$ cat config.mk
export PLATFORM = sky130hd
export DESIGN_NAME = mem_wb_pipe_reg_flat
export DESIGN_NICKNAME = d
export VERILOG_FILES = /design/src/rtl/mem_wb_pipe_reg_if.sv /design/src/rtl/mem_wb_pipe_reg.sv /design/src/flat_wrapper.sv
export SDC_FILE = /design/constraint.sdc
export NUM_CORES = 1
export LEC_CHECK = 0
export ABC_AREA = 1
export BUFFER_PORTS_ARGS = -buffer_cell sky130_fd_sc_hd__buf_2
export CORE_MARGIN = 4
export CORE_UTILIZATION = 30
export CTS_CLUSTER_DIAMETER = 100
export DETAILED_ROUTE_END_ITERATION = 16
export GPL_TIMING_DRIVEN = 0
export PLACE_DENSITY_LB_ADDON = 0.08
export SLEW_MARGIN = 20
export SYNTH_ARGS = -nofsm -noshare
export SYNTH_HDL_FRONTEND = slang
export SYNTH_SLANG_ARGS = --single-unit
$ cat constraint.sdc
create_clock -name clk -period 2.05 [get_ports clk]
set_input_delay 0.41 -clock clk [delete_from_list [all_inputs] [get_ports clk]]
set_output_delay 0.41 -clock clk [all_outputs]
set_load 0.005 [all_outputs]
$ cat src/rtl/mem_wb_pipe_reg_if.sv
// MEM/WB stage bus: upstream offer/accept, downstream head presentation,
// and the status outputs seen by the hazard/forwarding unit.
interface mem_wb_pipe_reg_if #(
    parameter int unsigned DATA_W = 32,
    parameter int unsigned DEST_W = 4
);
    logic              in_valid;
    logic              in_ready;
    logic              WB_EN_IN;
    logic              MEM_R_EN_IN;
    logic [DATA_W-1:0] ALU_result_IN;
    logic [DATA_W-1:0] MEM_read_value_IN;
    logic [DEST_W-1:0] Dest_IN;

    logic              out_valid;
    logic              out_ready;
    logic              WB_EN;
    logic              MEM_R_EN;
    logic [DATA_W-1:0] ALU_result;
    logic [DATA_W-1:0] MEM_read_value;
    logic [DEST_W-1:0] Dest;

    logic              fwd_en;
    logic [1:0]        occupancy;

    modport master (
        output in_valid, WB_EN_IN, MEM_R_EN_IN, ALU_result_IN, MEM_read_value_IN, Dest_IN,
        output out_ready,
        input  in_ready, out_valid, WB_EN, MEM_R_EN, ALU_result, MEM_read_value, Dest,
        input  fwd_en, occupancy
    );

    modport slave (
        input  in_valid, WB_EN_IN, MEM_R_EN_IN, ALU_result_IN, MEM_read_value_IN, Dest_IN,
        input  out_ready,
        output in_ready, out_valid, WB_EN, MEM_R_EN, ALU_result, MEM_read_value, Dest,
        output fwd_en, occupancy
    );
endinterface

$ cat src/rtl/mem_wb_pipe_reg.sv
// MEM/WB pipeline register with valid/ready handshake, freeze, flush and an
// optional second (skid) entry that removes the out_ready -> in_ready path.
module mem_wb_pipe_reg #(
    parameter int unsigned DATA_W  = 32,
    parameter int unsigned DEST_W  = 4,
    parameter bit          SKID_EN = 1'b1
) (
    input  logic                clk,
    input  logic                rst,
    input  logic                freeze,
    input  logic                flush,
    mem_wb_pipe_reg_if.slave    bus
);

    // Encoding doubles as the occupancy count.
    typedef enum logic [1:0] {
        EMPTY = 2'd0,
        ONE   = 2'd1,
        FULL  = 2'd2
    } state_t;

    typedef struct packed {
        logic              wb_en;
        logic              mem_r_en;
        logic [DATA_W-1:0] alu_result;
        logic [DATA_W-1:0] mem_read_value;
        logic [DEST_W-1:0] dest;
    } entry_t;

    state_t state_q, state_d;
    entry_t head_q, head_d;
    entry_t skid_q, skid_d;
    entry_t in_entry;
    logic   in_ready;
    logic   out_valid;
    logic   accept;
    logic   consume;

    assign in_entry.wb_en          = bus.WB_EN_IN;
    assign in_entry.mem_r_en       = bus.MEM_R_EN_IN;
    assign in_entry.alu_result     = bus.ALU_result_IN;
    assign in_entry.mem_read_value = bus.MEM_read_value_IN;
    assign in_entry.dest           = bus.Dest_IN;

    // With the skid entry, in_ready depends only on registered state.
    assign in_ready  = ~freeze & (SKID_EN ? (state_q != FULL)
                                          : ((state_q == EMPTY) | bus.out_ready));
    assign out_valid = ~freeze & (state_q != EMPTY);
    assign accept    = bus.in_valid & in_ready;
    assign consume   = out_valid & bus.out_ready;

    always_comb begin
        // NOTE: every signal driven here gets a default first so no path leaves it unassigned (no latches).
        state_d = state_q;
        head_d  = head_q;
        skid_d  = skid_q;
        if (flush) begin
            state_d         = EMPTY;
            head_d.wb_en    = 1'b0;
            head_d.mem_r_en = 1'b0;
            skid_d.wb_en    = 1'b0;
            skid_d.mem_r_en = 1'b0;
        end else begin
            // Freeze needs no branch: it already forces accept and consume low.
            case (state_q)
                EMPTY: begin
                    if (accept) begin
                        head_d  = in_entry;
                        state_d = ONE;
                    end
                end
                ONE: begin
                    if (accept && consume) begin
                        head_d = in_entry;
                    end else if (accept) begin
                        skid_d  = in_entry;
                        state_d = FULL;
                    end else if (consume) begin
                        state_d = EMPTY;
                    end
                end
                FULL: begin
                    if (consume) begin
                        head_d  = skid_q;
                        state_d = ONE;
                    end
                end
                default: state_d = EMPTY;
            endcase
        end
    end

    always_ff @(posedge clk) begin
        // NOTE: sequential state uses non-blocking assignments so every register samples pre-edge values.
        if (rst) begin
            state_q <= EMPTY;
            // NOTE: the entry registers are reset because their zeroed fields are visible on the outputs.
            head_q  <= '0;
            skid_q  <= '0;
        end else begin
            state_q <= state_d;
            head_q  <= head_d;
            skid_q  <= skid_d;
        end
    end

    assign bus.in_ready       = in_ready;
    assign bus.out_valid      = out_valid;
    assign bus.WB_EN          = out_valid & head_q.wb_en;
    assign bus.MEM_R_EN       = out_valid & head_q.mem_r_en;
    assign bus.fwd_en         = out_valid & head_q.wb_en;
    assign bus.ALU_result     = head_q.alu_result;
    assign bus.MEM_read_value = head_q.mem_read_value;
    assign bus.Dest           = head_q.dest;
    assign bus.occupancy      = state_q;

endmodule
$ cat src/flat_wrapper.sv
// flat-port wrapper written by rule: the top's interface ports become plain ports
module mem_wb_pipe_reg_flat 
#(
    parameter int unsigned DATA_W  = 32,
    parameter int unsigned DEST_W  = 4,
    parameter bit          SKID_EN = 1'b1
)
  (clk, rst, freeze, flush, bus_in_valid, bus_WB_EN_IN, bus_MEM_R_EN_IN, bus_ALU_result_IN, bus_MEM_read_value_IN, bus_Dest_IN, bus_out_ready, bus_in_ready, bus_out_valid, bus_WB_EN, bus_MEM_R_EN, bus_ALU_result, bus_MEM_read_value, bus_Dest, bus_fwd_en, bus_occupancy);
  mem_wb_pipe_reg_if #(.DATA_W(DATA_W), .DEST_W(DEST_W)) bus_i ();
  input  logic clk;
  input  logic rst;
  input  logic freeze;
  input  logic flush;
  input wire logic [$bits(bus_i.in_valid)-1:0] bus_in_valid;
  input wire logic [$bits(bus_i.WB_EN_IN)-1:0] bus_WB_EN_IN;
  input wire logic [$bits(bus_i.MEM_R_EN_IN)-1:0] bus_MEM_R_EN_IN;
  input wire logic [$bits(bus_i.ALU_result_IN)-1:0] bus_ALU_result_IN;
  input wire logic [$bits(bus_i.MEM_read_value_IN)-1:0] bus_MEM_read_value_IN;
  input wire logic [$bits(bus_i.Dest_IN)-1:0] bus_Dest_IN;
  input wire logic [$bits(bus_i.out_ready)-1:0] bus_out_ready;
  output wire logic [$bits(bus_i.in_ready)-1:0] bus_in_ready;
  output wire logic [$bits(bus_i.out_valid)-1:0] bus_out_valid;
  output wire logic [$bits(bus_i.WB_EN)-1:0] bus_WB_EN;
  output wire logic [$bits(bus_i.MEM_R_EN)-1:0] bus_MEM_R_EN;
  output wire logic [$bits(bus_i.ALU_result)-1:0] bus_ALU_result;
  output wire logic [$bits(bus_i.MEM_read_value)-1:0] bus_MEM_read_value;
  output wire logic [$bits(bus_i.Dest)-1:0] bus_Dest;
  output wire logic [$bits(bus_i.fwd_en)-1:0] bus_fwd_en;
  output wire logic [$bits(bus_i.occupancy)-1:0] bus_occupancy;
  assign bus_i.in_valid = bus_in_valid;
  assign bus_i.WB_EN_IN = bus_WB_EN_IN;
  assign bus_i.MEM_R_EN_IN = bus_MEM_R_EN_IN;
  assign bus_i.ALU_result_IN = bus_ALU_result_IN;
  assign bus_i.MEM_read_value_IN = bus_MEM_read_value_IN;
  assign bus_i.Dest_IN = bus_Dest_IN;
  assign bus_i.out_ready = bus_out_ready;
  assign bus_in_ready = bus_i.in_ready;
  assign bus_out_valid = bus_i.out_valid;
  assign bus_WB_EN = bus_i.WB_EN;
  assign bus_MEM_R_EN = bus_i.MEM_R_EN;
  assign bus_ALU_result = bus_i.ALU_result;
  assign bus_MEM_read_value = bus_i.MEM_read_value;
  assign bus_Dest = bus_i.Dest;
  assign bus_fwd_en = bus_i.fwd_en;
  assign bus_occupancy = bus_i.occupancy;
  mem_wb_pipe_reg #(.DATA_W(DATA_W), .DEST_W(DEST_W), .SKID_EN(SKID_EN)) u_core (.clk(clk), .rst(rst), .freeze(freeze), .flush(flush), .bus(bus_i));
endmodule
==> results of run 1 <==
==> registers in the layout, summed over array words and instances (netlist names) <==
name / flops
u_core.bus.ALU_result: 32
u_core.bus.Dest: 4
u_core.bus.MEM_read_value: 32
u_core.bus.occupancy: 2
u_core.head_q: 2
u_core.skid_q: 70
==> per-layer routing <==
metal  GRT usage [%]  vias up  routed length [µm]
met5               0        -                  26
met4            3.65        4                 236
met3            4.59       18                1190
met2            25.4      156                9510
met1            21.4     3024                9810
li1                -     3662                   -
==> cell usage in the layout, fill, tap and decap left out, drive strengths merged <==
cell	netlist	final
a31oi	1	1
dfxtp	142	142
a21oi	73	73
nand2	358	358
bufinv	0	3
inv	87	94
clkinv	1	4
nor2	147	147
clkbuf	27	46
a41oi	1	1
nand3	144	144
buf	114	264
o21ai	4	4
==> area by class of cell <==
type,count,area [µm²],share of cell area [%]
multi-input combinational,728,3050,34.2
sequential,142,2850,31.9
buffer,141,903,10.1
timing repair buffer,150,753,8.45
clock buffer,19,453,5.08
tap,319,399,4.48
inverter,88,333,3.73
clock inverter,13,174,1.95
==> kinds of logic after synthesis <==
logic type | count (synthesis) | share of synthesized area (%)
AO/OA/AOI/OAI | 79 | 5.64
buffers and inverters | 229 | 17.2
AND/OR/NAND/NOR | 649 | 37.1
flip-flops | 142 | 40.0
==> worst register-to-register path: stages (launching register included) <==
cell	delay (ns)
dfxtp_2	0.36
inv_2	0.07
nand2_2	0.09
buf_6	0.16
nand3_2	0.11
nand2_1	0.10
nand2_1	0.10
nor2_4	0.25
buf_8	0.19
buf_6	0.14
nand3_1	0.08
nand2_1	0.08
nor2_1	0.04
==> cells in the mapped netlist <==
library cell  number
inv_1             81
dfxtp_1          142
nand3_2            2
nand2_2            2
buf_4             74
a41oi_1            1
clkbuf_1          27
o21ai_0            4
buf_1              7
clkinv_1           1
nand2_1          356
buf_2             26
a21oi_1           73
nor2_1           144
nor2_2             3
a31oi_1            1
nand3_1          142
inv_2              6
buf_6              7
==> through the flow <==
stage	hold WS (ns)	std cells	cell area, µm²	total power, mW
final	0.268	1600	8910	7.14
after global routing	0.247	1600	8910	7.50
after CTS	0.242	1599	8890	7.26
after detailed placement	0.441	1567	8250	3.88
after global placement	0.438	1567	8250	3.88
after floorplan	0.424	1099	7100	3.54
==> power by group through the flow <==
stage	registers, mW	logic, mW	clock network [mW]
detailed placement	2.99	0.895	0
floorplan	2.97	0.572	0
global placement	2.99	0.894	0
CTS	2.92	0.901	3.43
finish	2.92	0.886	3.34
global route	2.94	1.02	3.55
==> final timing paths <==
kind,startpoint,to,slack [ns],depth (start not counted)
worst max-delay path,u_core.bus.occupancy[0],bus_fwd_en,0.19,6
worst min-delay path,bus_ALU_result_IN[23],u_core.skid_q[59],0.27,3
worst max register to register,u_core.bus.occupancy[0],u_core.bus.ALU_result[1],0.19,12
worst min register to register,u_core.skid_q[69],u_core.skid_q[69],0.45,2
==> what timing repair did <==
action / CTS / global route
cloned: 0 / 0
endpoints found under the setup margin: 36 / 74
resized for setup: 3 / 9
pin swaps: 0 / 1
buffers inserted: 0 / 1
hold buffers: 0 / 0
==> results.py, run 1 <==
metrics = {
    "cells_and_area": {
        "areaGrowthSynthToFinish_pct": 25.4,
        "nets": 1344,
        "layout-drive-gt1-share_pct": 23.9,
        "fillers": 2677,
        "antennaDiodeCount": 0,
        "finalCoreUtilization_pct": 38.1,
    },
    "logic_synthesis": {
        "netlist_instances": 1099,
        "synthTopCellsByArea": "dfxtp_1 40%, nand2_1 19%, nand3_1 10%",
        "ys_types": 19,
        "syn_area_per_cell_um2": 6.46,
        "yosysTopAreaCell": "dfxtp_1",
        "yosys_warnings": 0,
        "syn-cell-area_um2": 7100,
        "ys_seq_area_share_pct": 40.0,
        "synth_top_area_share_pct": 40.0,
        "synth_nets": 1175,
        "ys_seq_elements": 142,
    },
    "routing": {
        "wl_per_cell_um": 13.0,
        "via_per_inst": 4.29,
        "finalWirelength_mm": 20.8,
        "postRouteAntennaNets": 0,
        "drcViolationCount": 0,
        "drt-initial-drc-count": 302,
        "vias": 6864,
        "drtPass1Iterations": 5,
    },
    "power": {
        "power_density_nw_per_um2": 802,
        "peakVddDrop_uv": 505,
        "p_int_mw": 5.29,
        "p_seq_share_pct": 40.9,
        "power_switching_mw": 1.85,
        "switching_share_pct": 25.9,
        "p_clk_share_pct": 46.7,
        "leakagePower_nw": 4.46,
        "power_frac_comb_pct": 12.4,
    },
    "worst_setup_path": {
        "cp_num_buf_inv": 3,
        "cp_cell_sequence": "inv_2 > nand2_1 > nand2_1 > nor2_1 > buf_4 > buf_2",
        "cp_common_cell": "nand2_1",
        "crit_family": "simple AND/OR/NAND/NOR gates",
        "required_ns": 1.64,
        "slowest_stage": "dfxtp_2",
        "cp-end-kind": "primary output",
        "start_kind": "flop",
        "cp_max_fo": 5,
        "crit_type": "flop to primary output",
        "max_stage_delay_ns": 0.36,
        "arrival_ns": 1.45,
    },
    "global_route": {
        "gr-total-overflow": 0,
        "antenna_found_initial": 2,
        "grt_pass1_vias": 6448,
        "grt_start_max_net_pins": 17,
        "track_usage_pct": 15.9,
        "grt_pass1_wl_mm": 33.3,
    },
    "sta": {
        "setup_ws_ns": 0.186,
        "fmax_ghz": 0.537,
        "tightest_slew_ns": 0.583,
        "fin_skew_ns": 0.00806,
        "slew_viol_final": 0,
        "slew_headroom_pct": 61.1,
        "setup_viol": 0,
        "hold_viol": 0,
        "tns_ns": 0,
        "period_needed_ns": 1.86,
        "rsz0062_at_grt": "no",
        "min_period_over_period_pct": 90.9,
    },
    "placement": {
        "hpwlAfterDp_mm": 15.0,
        "dp_slack_ns": -0.0741,
        "io_buffers": 149,
        "gp_congestion": 0.766,
    },
    "clock_tree": {
        "cts.sinks": 142,
        "ctsHtreeMaxLevel": 4,
        "clk_pin_slew_ns": 0.07,
        "clk_latency_ns": 0.42,
        "cts_tree": "done",
        "root_buffer": "clkbuf_16",
        "numCtsBuffers": 17,
        "cts_buffer_depth": 2,
    },
    "floorplan": {
        "initial_core_util_pct": 30.4,
        "die_w_um": 162,
        "rows": 56,
        "fp.dieH_um": 162,
        "die_area_um2": 26200,
        "ios": 151,
        "coreArea_um2": 23400,
    },
    "min_path": {
        "hp-class": "primary input to flop",
    },
    "outcome": {
        "outcome": "complete, no violations",
    },
    "flow_run": {
        "drv_cap": 0,
    },
}
(Power assumes the default switching activity.)
==> run 2: changes to the inputs <==
CELL_PAD_IN_SITES_DETAIL_PLACEMENT = 0   (was default)
CELL_PAD_IN_SITES_GLOBAL_PLACEMENT = 2   (was default)
CORE_UTILIZATION = 26   (was 30)
clock period = 1.5 ns   (was 2.05 ns; I/O delays follow)
==> results.py, run 2 (synthesized netlist as in run 1, its figures left out) <==
metrics = {
    "outcome": {
        "outcome": "complete, but fails checks",
        "failed_checks": "setup timing",
    },
    "worst_setup_path": {
        "rrSetupSlack_ns": -0.13,
        "cp-end-kind": "primary output",
        "start_kind": "flop",
        "cp_cell_sequence": "inv_4 > nand2_4 > nand2_4 > nor2_4 > buf_6 > buf_6",
        "required_ns": 1.20,
        "max_stage_delay_ns": 0.40,
        "arrival_ns": 1.34,
        "crit_family": "flip-flops",
        "cp_num_buf_inv": 3,
        "slowest_stage": "dfxtp_4",
        "crit_type": "flop to primary output",
        "cp_max_fo": 5,
    },
    "global_route": {
        "track_usage_pct": 15.3,
        "antenna_found_initial": 2,
        "grt_pass1_wl_mm": 37.0,
        "gr-total-overflow": 0,
        "grt_start_max_net_pins": 17,
        "grt_pass1_vias": 6924,
    },
    "cells_and_area": {
        "final_area_um2": 9830,
        "antennaDiodeCount": 0,
        "final_cell_mix": "345 x nand2_1, 149 x buf_2, 140 x nor2_1, 140 x dfxtp_1, 129 x nand3_1",
        "largest_reg_flops": 70,
        "finalCoreUtilization_pct": 36.5,
        "layout-drive-gt1-share_pct": 30.3,
        "areaGrowthSynthToFinish_pct": 38.4,
        "nets": 1373,
        "layout_commonest_cell": "nand2_1",
        "regMostFlops": "u_core.skid_q",
        "stdcell_count": 1650,
    },
    "floorplan": {
        "die_area_um2": 30000,
        "fp.dieH_um": 173,
        "coreArea_um2": 27000,
        "ios": 151,
        "rows": 60,
        "initial_core_util_pct": 26.4,
        "die_w_um": 173,
    },
    "routing": {
        "met2_length_mm": 11.0,
        "wl_per_cell_um": 14.1,
        "wl_met1_mm": 11.1,
        "drt-initial-drc-count": 262,
        "vias": 7037,
        "highest_layer": "met5",
        "via_per_inst": 4.26,
        "drtPass1Iterations": 4,
        "drcViolationCount": 0,
        "finalWirelength_mm": 23.2,
        "dr_wl_met3_um": 945,
        "postRouteAntennaNets": 0,
    },
    "sta": {
        "setup_viol": 116,
        "slew_headroom_pct": 57.3,
        "hold_viol": 0,
        "slew_viol_final": 0,
        "fin_skew_ns": 0.0132,
        "tightest_slew_ns": 0.641,
        "period_needed_ns": 1.64,
        "min_period_over_period_pct": 109,
        "setup_ws_ns": -0.140,
        "fmax_ghz": 0.610,
        "rsz0062_at_grt": "yes",
        "hold_ws_ns": 0.149,
    },
    "clock_tree": {
        "cts_buffer_depth": 2,
        "clk_latency_ns": 0.42,
        "numCtsBuffers": 17,
        "clk_pin_slew_ns": 0.07,
        "cts.sinks": 142,
        "ctsHtreeMaxLevel": 4,
        "root_buffer": "clkbuf_16",
        "cts_tree": "done",
        "cts_hold_buf": 0,
    },
    "power": {
        "power_frac_comb_pct": 14.5,
        "peakVddDrop_uv": 490,
        "p_int_mw": 7.10,
        "p_clk_share_pct": 44.2,
        "leakagePower_nw": 4.76,
        "power_density_nw_per_um2": 984,
        "p_seq_share_pct": 41.3,
        "switching_share_pct": 26.6,
        "power_switching_mw": 2.58,
    },
    "min_path": {
        "hp-class": "primary input to flop",
    },
    "placement": {
        "io_buffers": 149,
        "hpwlAfterDp_mm": 16.1,
        "placedInstanceArea_um2": 8300,
        "gp_congestion": 0.763,
        "placedCellCount": 1589,
        "dp_slack_ns": -0.581,
    },
    "flow_run": {
        "drv_cap": 0,
    },
}
[run 2: cell count changes in the layout (fill, tap and decap cells not counted), moves of 12 or more]
cell | previous run | this run
buf_2 | 174 | 149
a21oi_2 | 0 | 21
nand3_1 | 142 | 129
buf_4 | 75 | 92
buf_8 | 1 | 13
clkbuf_2 | 1 | 13
buf_6 | 7 | 21
a21oi_1 | 73 | 52
clkbuf_1 | 26 | 13
[run 2: final timing paths]
kind | from | to | cells past startpoint
setup / recovery | u_core.bus.occupancy[1] | bus_fwd_en | 6
hold reg to reg | u_core.skid_q[68] | u_core.skid_q[68] | 2
hold / removal | bus_MEM_read_value_IN[18] | u_core.skid_q[22] | 3
setup reg to reg | u_core.bus.occupancy[0] | u_core.skid_q[29] | 11
[run 2: through the flow]
step	setup TNS [ns]	total power, mW
final	-9.68	9.67
after global routing	-22.61	10.2
after CTS	-12.34	9.78
after detailed placement	-59.34	5.33
after global placement	-58.88	5.33
after floorplan	-0.215	4.85
[run 2: per-layer routing]
metal  vias to the layer above  GRT usage, %
met4                         4          3.96
met1                      3160          20.3
met2                       136          25.3
met5                         -             0
met3                        12          3.32
li1                       3725             -
[run 2: repair_timing]
item	in CTS	in global routing
setup endpoints to repair	143	143
pin swaps	23	53
gates cloned	3	6
gates resized for setup	96	77
buffers inserted	17	6
[run 2: power groups by stage]
stage	Clock (mW)	Combinational (mW)	Sequential (mW)
global placement	0	1.25	4.08
detailed placement	0	1.25	4.08
finish	4.28	1.40	3.99
CTS	4.42	1.36	3.99
floorplan	0	0.785	4.06
global route	4.59	1.60	4.01
[run 2: final cells by class]
type                            instances  area [µm²]
Fill cell                            3033       17100
Multi-Input combinational cell        728        3330
Sequential cell                       142        2850
Timing Repair Buffer                  180        1180
Buffer                                140        1120
Clock buffer                           19         443
Tap cell                              341         427
Inverter                               88         345
Clock inverter                         12         136
[run 2: worst min-delay path: cells and delay by family]
family | cells | cell delay, ns
buffers and inverters | 1 | 0.11
and+or+nand+nor | 1 | 0.07
AOI/OAI and AO/OA | 1 | 0.04
